$ cat src/rtl/mem_ctrl.sv
// mem_ctrl: serialises 32-bit MEM-stage loads/stores and IF word fetches onto a
// byte-wide synchronous RAM with 1-cycle read latency. MEM stage has priority.
//   clk, rst                         : clock, async active-high reset
//   mem_re/mem_we/mem_sel/mem_addr/
//   mem_wdata                        : MEM-stage request (held until mem_done)
//   mem_busy/mem_done/mem_rdata      : MEM-stage status, done pulse, load data
//   if_re/if_addr                    : fetch request (held until if_done)
//   if_busy/if_done/if_data          : fetch status, done pulse, fetched word
//   ram_addr/ram_wr/ram_dout/ram_din : byte RAM port
module mem_ctrl #(
  parameter int unsigned ADDR_WIDTH = 17
) (
  input  logic                  clk,
  input  logic                  rst,
  input  logic                  mem_re,
  input  logic                  mem_we,
  input  logic [3:0]            mem_sel,
  input  logic [31:0]           mem_addr,
  input  logic [31:0]           mem_wdata,
  output logic                  mem_busy,
  output logic                  mem_done,
  output logic [31:0]           mem_rdata,
  input  logic                  if_re,
  input  logic [31:0]           if_addr,
  output logic                  if_busy,
  output logic                  if_done,
  output logic [31:0]           if_data,
  output logic [ADDR_WIDTH-1:0] ram_addr,
  output logic                  ram_wr,
  output logic [7:0]            ram_dout,
  input  logic [7:0]            ram_din
);

  localparam int unsigned LINE_W = ADDR_WIDTH - 2;
  localparam int unsigned BEAT_W = 3;

  typedef enum logic [1:0] {S_IDLE, S_RD, S_WR, S_DONE} state_t;

  localparam logic OWN_DATA  = 1'b0;
  localparam logic OWN_FETCH = 1'b1;

  state_t              state_q, state_d;
  logic                owner_q, owner_d;
  logic [BEAT_W-1:0]   beat_q, beat_d;
  logic [LINE_W-1:0]   addr_q, addr_d;
  logic [31:0]         wdata_q, wdata_d;
  logic [3:0]          sel_q, sel_d;
  logic [23:0]         rbuf_q, rbuf_d;
  logic                mem_done_q, mem_done_d;
  logic                if_done_q, if_done_d;
  logic [31:0]         mem_rdata_q, mem_rdata_d;
  logic [31:0]         if_data_q, if_data_d;
  logic [ADDR_WIDTH-1:0] ram_addr_q, ram_addr_d;
  logic                ram_wr_q, ram_wr_d;
  logic [7:0]          ram_dout_q, ram_dout_d;
  logic [1:0]          nbeat;

  // Address bits outside the RAM word index are intentionally dropped.
  logic unused_addr_bits;
  assign unused_addr_bits = ^{mem_addr[31:ADDR_WIDTH], mem_addr[1:0],
                              if_addr[31:ADDR_WIDTH], if_addr[1:0]};

  // State and registered outputs.
  always_ff @(posedge clk or posedge rst) begin
    if (rst) begin
      state_q     <= S_IDLE;
      owner_q     <= OWN_DATA;
      beat_q      <= '0;
      addr_q      <= '0;
      wdata_q     <= '0;
      sel_q       <= '0;
      rbuf_q      <= '0;
      mem_done_q  <= 1'b0;
      if_done_q   <= 1'b0;
      mem_rdata_q <= '0;
      if_data_q   <= '0;
      ram_addr_q  <= '0;
      ram_wr_q    <= 1'b0;
      ram_dout_q  <= '0;
    end else begin
      state_q     <= state_d;
      owner_q     <= owner_d;
      beat_q      <= beat_d;
      addr_q      <= addr_d;
      wdata_q     <= wdata_d;
      sel_q       <= sel_d;
      rbuf_q      <= rbuf_d;
      mem_done_q  <= mem_done_d;
      if_done_q   <= if_done_d;
      mem_rdata_q <= mem_rdata_d;
      if_data_q   <= if_data_d;
      ram_addr_q  <= ram_addr_d;
      ram_wr_q    <= ram_wr_d;
      ram_dout_q  <= ram_dout_d;
    end
  end

  // Next state; RAM-side outputs are computed one beat ahead so they are
  // registered yet line up with the beat they belong to.
  always_comb begin
    state_d     = state_q;
    owner_d     = owner_q;
    beat_d      = beat_q;
    addr_d      = addr_q;
    wdata_d     = wdata_q;
    sel_d       = sel_q;
    rbuf_d      = rbuf_q;
    mem_done_d  = 1'b0;
    if_done_d   = 1'b0;
    mem_rdata_d = mem_rdata_q;
    if_data_d   = if_data_q;
    ram_addr_d  = ram_addr_q;
    ram_wr_d    = 1'b0;
    ram_dout_d  = ram_dout_q;
    nbeat       = beat_q[1:0] + 2'd1;

    unique case (state_q)
      S_IDLE: begin
        if (mem_we || mem_re || if_re) begin
          beat_d  = '0;
          wdata_d = mem_wdata;
          sel_d   = mem_sel;
          if (mem_we || mem_re) begin
            owner_d = OWN_DATA;
            addr_d  = mem_addr[ADDR_WIDTH-1:2];
          end else begin
            owner_d = OWN_FETCH;
            addr_d  = if_addr[ADDR_WIDTH-1:2];
          end
          ram_addr_d = {addr_d, 2'b00};
          if (mem_we) begin
            state_d    = S_WR;
            ram_dout_d = mem_wdata[7:0];
            ram_wr_d   = mem_sel[0];
          end else begin
            state_d = S_RD;
          end
        end
      end

      S_RD: begin
        // ram_din carries the byte addressed in the previous beat.
        case (beat_q)
          3'd1:    rbuf_d[7:0]   = ram_din;
          3'd2:    rbuf_d[15:8]  = ram_din;
          3'd3:    rbuf_d[23:16] = ram_din;
          default: ;
        endcase
        if (beat_q == 3'd4) begin
          state_d = S_DONE;
          if (owner_q == OWN_DATA) begin
            mem_done_d  = 1'b1;
            mem_rdata_d = {ram_din, rbuf_q};
          end else begin
            if_done_d = 1'b1;
            if_data_d = {ram_din, rbuf_q};
          end
        end else begin
          beat_d = beat_q + 3'd1;
          if (beat_q < 3'd3) ram_addr_d = {addr_q, nbeat};
        end
      end

      S_WR: begin
        if (beat_q[1:0] == 2'd3) begin
          state_d    = S_DONE;
          mem_done_d = 1'b1;
        end else begin
          beat_d     = {1'b0, nbeat};
          ram_addr_d = {addr_q, nbeat};
          ram_dout_d = 8'(wdata_q >> {nbeat, 3'b000});
          ram_wr_d   = sel_q[nbeat];
        end
      end

      S_DONE: state_d = S_IDLE;
    endcase
  end

  assign mem_busy  = (state_q == S_RD) || (state_q == S_WR);
  assign if_busy   = mem_busy;
  assign mem_done  = mem_done_q;
  assign if_done   = if_done_q;
  assign mem_rdata = mem_rdata_q;
  assign if_data   = if_data_q;
  assign ram_addr  = ram_addr_q;
  assign ram_wr    = ram_wr_q;
  assign ram_dout  = ram_dout_q;

endmodule

$ cat config.mk
export PLATFORM = sky130hd
export DESIGN_NAME = mem_ctrl
export DESIGN_NICKNAME = d
export VERILOG_FILES = /design/src/rtl/mem_ctrl.sv
export SDC_FILE = /design/constraint.sdc
export NUM_CORES = 1
export LEC_CHECK = 0
export ABC_AREA = 1
export BUFFER_PORTS_ARGS = -buffer_cell sky130_fd_sc_hd__buf_2
export CORE_MARGIN = 5
export CORE_UTILIZATION = 57
export DETAILED_ROUTE_END_ITERATION = 12
export PLACE_DENSITY = 0.91
export SLEW_MARGIN = 5
export SYNTH_ARGS = -nofsm -noshare
export SYNTH_HDL_FRONTEND = slang
export SYNTH_SLANG_ARGS = --single-unit
$ cat constraint.sdc
create_clock -name clk -period 17.4 [get_ports clk]
set_input_delay 5.22 -clock clk [delete_from_list [all_inputs] [get_ports clk]]
set_output_delay 5.22 -clock clk [all_outputs]
set_load 0.05 [all_outputs]
Yosys cells after proc, flatten, opt, wreduce, memory -nomap -nowiden
Index checks and enable logic that the tools add are counted.
{"block": "word_totals", "in_bits": 113, "word_cells": 86, "regBits": 173, "output_inout_bits": 94}
{"block": "classes", "n_eq_ne": 15, "shifts": 1, "mux": 33, "n_bitwise": 1, "order_cmp": 2, "add_sub_neg": 2, "reduce_logical": 16}
{"operator": "2-to-1 mux 17 bit", "count": 4}
{"operator": "case mux 17 bit (3 select lines)", "count": 1}
{"operator": "right shift 32 x 5 -> 8 bit", "count": 1}
{"operator": "2-to-1 mux 8 bit", "count": 3}
{"operator": "case mux 8 bit (2 select lines)", "count": 1}
{"operator": "2-to-1 mux 15 bit", "count": 1}
{"operator": "!= test 2 bit, second input constant", "count": 7}
{"operator": "2-to-1 mux 1 bit", "count": 11}
{"operator": "2-to-1 mux 3 bit", "count": 3}
{"operator": "case mux 3 bit (3 select lines)", "count": 1}
{"operator": "AND reduction 3 bit", "count": 3}
{"operator": "2-to-1 mux 2 bit", "count": 4}
{"operator": "case mux 2 bit (4 select lines)", "count": 1}
{"operator": "AND reduction 2 bit", "count": 4}
{"operator": "AND reduction 4 bit", "count": 2}
{"operator": "== test 2 bit, second input constant", "count": 3}
{"operator": "== test 3 x 2 -> 1 bit, second input constant", "count": 2}
{"operator": "AND reduction 5 bit", "count": 1}
{"operator": "case mux 1 bit (2 select lines)", "count": 2}
{"operator": "adder 3 x 1 -> 3 bit, second input constant", "count": 1}
{"operator": "== test 3 x 1 -> 1 bit, second input constant", "count": 1}
{"operator": "== test 3 bit, second input constant", "count": 1}
{"operator": "logical OR 1 bit", "count": 3}
{"operator": "< comparator 2 x 3 -> 1 bit, second input constant", "count": 1}
{"operator": "other kinds (8)", "count": 8}

Depth between registers and ports, before layout
{"block": "logic_depth", "depth_word": 5, "mapped_depth": 12, "ltp_nobuf": 9}

Least setup slack after synthesis
OpenSTA, ideal clock, no wires.
{"block": "synth_timing", "kind": "reg-to-output", "from": "reg state_q[0]", "to": "out mem_busy", "arrival_ns": 1.291, "stages_incl_launch_ff": 4, "required_ns": 12.180, "path_buffers": 1, "slack_ns": 10.889, "path_cell_list": "dfrtp_1 -> inv_1 -> ha_1 -> buf_4"}
{"block": "synth_between", "elab_chain_cells": 2, "elab_cells_between_ends": 3, "cone_classes": "2 x eq/ne; 1 x reduce/logical"}
{"item": "start, declared", "line_no": "42", "text": "state_t state_q, state_d;"}
{"item": "start signal, assigned", "line_no": "81", "text": "state_q <= state_d;"}
{"item": "== test 2 x 1 -> 1 bit or == test 2 bit (tied branches)", "line_no": "180", "text": "assign mem_busy = (state_q == S_RD) || (state_q == S_WR);"}
{"item": "logical OR 1 bit *", "line_no": "180"}
{"item": "end, declared", "line_no": "20", "text": "output logic mem_busy,"}
Every way passes the cells marked *; elsewhere a longest branch is shown, timed or not.

Final worst setup path
{"block": "layout_timing", "from": "reg state_q[1]", "to": "out if_busy"}
{"block": "layout_between", "elab_chain_cells": 2, "elab_cells_between_ends": 3, "cone_classes": "2 x eq/ne; 1 x reduce/logical"}
{"item": "== test 2 x 1 -> 1 bit or == test 2 bit (tied branches)", "line_no": "180"}
{"item": "logical OR 1 bit *", "line_no": "180"}
{"item": "end, declared", "line_no": "25", "text": "output logic if_busy,"}
Marked as above.

==> flow_metrics.tcl <==
set metrics [dict create \
    wl_per_cell_um 14.3 \
    critical-path-slowest-cell "ha_1" \
    ios 207 \
    die_area_um2 15900 \
    tightest_slew_ns 1.05 \
    hold_viol_final 0 \
    port_buffers 172 \
    via_count 6420 \
    setup_viol 0 \
    outcome "complete, no violations" \
    die_w_um 126 \
    cts_htree_levels 4 \
    initial_core_util_pct 58.1 \
    synth_top_family_by_area "simple AND/OR/NAND/NOR gates" \
    netlist_instances 912 \
    clkTransAtPathRegs_ns 0.07 \
    whs_path_depth 2 \
    finalWirelength_mm 17.9 \
    clk_latency_ns 0.43 \
    regToRegSetupSlack_ns 14.26 \
    powerDensity_nw_per_um2 176 \
    max_stage_delay_ns 0.79 \
    clock_power_share_pct 23.7 \
    setup.worst_path.start_class "register" \
    pwr-share-seq_pct 37.4 \
    p_sw_share_pct 43.1 \
    ctsResizeCount 0 \
    whs_ns 0.469 \
    reg2reg_depth 6 \
    drive_gt1_share_pct 21.7 \
    gp_congestion 0.814 \
    first_pass_iters 7 \
    area_delta_synth_final_pct 17.9 \
    crit_buf_inv 2 \
    post_cts_buffers 0 \
    core_um2 13200 \
    yosys.area_share.simple_pct 24.3 \
    seq_area_frac_synth_pct 56.2 \
    min_period_ns 7.33 \
    cp_cell_sequence "inv_1 > ha_1 > buf_2" \
    ir_drop_mv 0.146 \
    r2r-start "beat_q[0]$_DFFE_PP0P_" \
    relSlewSlack_pct 29.9 \
    fin_skew_ns 0.00742 \
    synth-seq-cells 173 \
    clockBufferDepth 2 \
    drcViolationCount 0 \
    synth-adder-area-share_pct 1.30 \
    final_cell_mix "nand2_1, dfrtp_1, buf_2" \
    dp_hpwl_mm 11.8 \
    grt_usage_pct 22.8 \
    dieHeight_um 126 \
    ant_nets 0 \
    hold_path_class "reg -> reg" \
    tns_ns 0 \
    numCtsBuffers 17 \
    critPathKind "reg -> out" \
    r2r_end "ram_dout[6]$_DFFE_PP0P_" \
    netlist_area_um2 7700 \
    min_from "wdata_q[13]$_DFFE_PP0P_" \
    ctsHoldBuffers 0 \
    grt_pass1_vias 6089 \
    diodes 0 \
    cp-end-kind "output pin" \
    synth_compound_area_share_pct 8.89 \
    syn_nets 1033 \
    clock_sinks 173 \
    p_int_mw 0.907 \
    cts_tree "yes" \
    p_leak_nw 5.18 \
    cts_root_buf "clkbuf_16" \
    rows 42 \
    synth_xor_area_share_pct 0 \
    grt_pass1_wl_mm 29.7 \
    combinationalPowerShare_pct 38.9 \
    grt_max_degree 89 \
    cp_max_fo 20 \
    drtIter0Drc 581 \
    cp.arrival_ns 2.11 \
    switchingPower_mw 0.687 \
    grt_setup_unrepaired "false" \
    synth_mux_area_share_pct 0 \
    clock.fmax_mhz 136 \
    grt.overflow.total 0 \
    fin_crit_sh_pct 42.2 \
    synthDistinctLibCells 27 \
    critPathTopFamily "adder cells" \
    vias_per_cell 5.13 \
    required_ns 12.18 \
    finalNetCount 1183 \
    drv_slew 0 \
    avgSynthCellArea_um2 8.44 \
    antenna_found_initial 0 \
    yosysWarnings 0 \
    whs_endpoint "wdata_q[13]$_DFFE_PP0P_" \
    mostFrequentLayoutCell "nand2_1" \
    max_cap_viol_count 0 \
]
## worst max-delay path by stage
stage	cells after the start	to	slack, ns	start
after floorplan	1	addr_q[0]$_DFFE_PP0P_	7.49	rst
after global placement	6	wdata_q[2]$_DFFE_PP0P_	10.34	mem_we
after detailed placement	6	wdata_q[2]$_DFFE_PP0P_	10.26	mem_we
after CTS	3	if_busy	10.10	state_q[1]$_DFFE_PP0P_
after global routing	3	mem_busy	10.03	state_q[1]$_DFFE_PP0P_
final	3	if_busy	10.07	state_q[1]$_DFFE_PP0P_
## power groups by stage
stage | Combinational [mW] | Clock (mW) | Sequential, mW
3_5_place_dp | 0.617 | 0 | 0.600
4_1_cts | 0.620 | 0.384 | 0.595
3_3_place_gp | 0.595 | 0 | 0.595
6_report | 0.620 | 0.378 | 0.596
5_1_grt | 0.691 | 0.400 | 0.608
2_1_floorplan | 0.388 | 0 | 0.709
## registers in the layout, indices dropped and copies added, names as in the netlist
| name | count |
|---|---|
| ram_wr | 1 |
| state_q | 2 |
| mem_done | 1 |
| beat_q | 3 |
| sel_q | 4 |
| addr_q | 15 |
| wdata_q | 32 |
| if_data | 32 |
| ram_dout | 8 |
| rbuf_q | 24 |
| ram_addr | 17 |
| mem_rdata | 32 |
| if_done | 1 |
| owner_q | 1 |
## routing by layer
metal / vias up / routed length, um / GRT usage [%]
met3: 25 / 1450 / 5.21
met5: - / 0 / 0
met2: 297 / 8760 / 36.8
met1: 2973 / 7410 / 30.7
li1: 3125 / - / -
met4: 0 / 260 / 7.44
## stage by stage
step / instances / worst slack [ns] / util (%) / total power [mW] / area, um^2
after CTS: 1251 / 10.10 / 68.5 / 1.60 / 9080
final: 1251 / 10.07 / 68.5 / 1.59 / 9080
after global placement: 1219 / 10.34 / 64.1 / 1.19 / 8490
after global routing: 1251 / 10.03 / 68.5 / 1.70 / 9080
after floorplan: 912 / 7.49 / - / 1.10 / 7700
after detailed placement: 1219 / 10.26 / 64.1 / 1.22 / 8490
## cell usage after synthesis
library cell	count	share of area, %
nand3_2	1	0.13
a21oi_4	1	0.21
nor2_1	17	0.83
ha_1	8	1.3
nand2_4	3	0.44
inv_2	3	0.15
o21ai_2	6	0.68
nand2_2	1	0.081
nand3_1	58	3.8
nand2_1	366	18
o21bai_1	1	0.098
nor2_4	3	0.44
o21ai_1	58	3.8
nand4_1	1	0.081
a21oi_1	9	0.59
clkinv_1	2	0.098
buf_6	15	2.2
inv_1	98	4.8
o21ai_0	53	3.4
nand3_4	1	0.23
o21a_1	1	0.098
buf_2	12	0.78
nor2_8	1	0.26
clkbuf_1	9	0.44
dfrtp_1	173	56
or2_2	2	0.16
buf_4	9	0.88
## worst register-to-register path, cell delays in order, from the launching register on
cell      delay, ns
dfrtp_1        0.92
inv_1          0.57
ha_1           0.71
clkinv_1       0.42
nand3_1        0.21
nand3_1        0.09
a21oi_1        0.16
## logic make-up after synthesis
group | count (synthesis)
AO/OA/AOI/OAI | 129
buffers and inverters | 148
AND/OR/NAND/NOR | 454
flip-flops | 173
adder cells (fa/ha/maj) | 8
## final cells by class
class	count	area (um^2)
clock buffer	17	425
clock inverter	15	161
multi-input combinational	591	2660
tap	176	220
sequential	173	4330
inverter	103	392
fill	1006	4170
timing repair buffer	176	891
No activity file was read; power rests on OpenSTA's default activity.
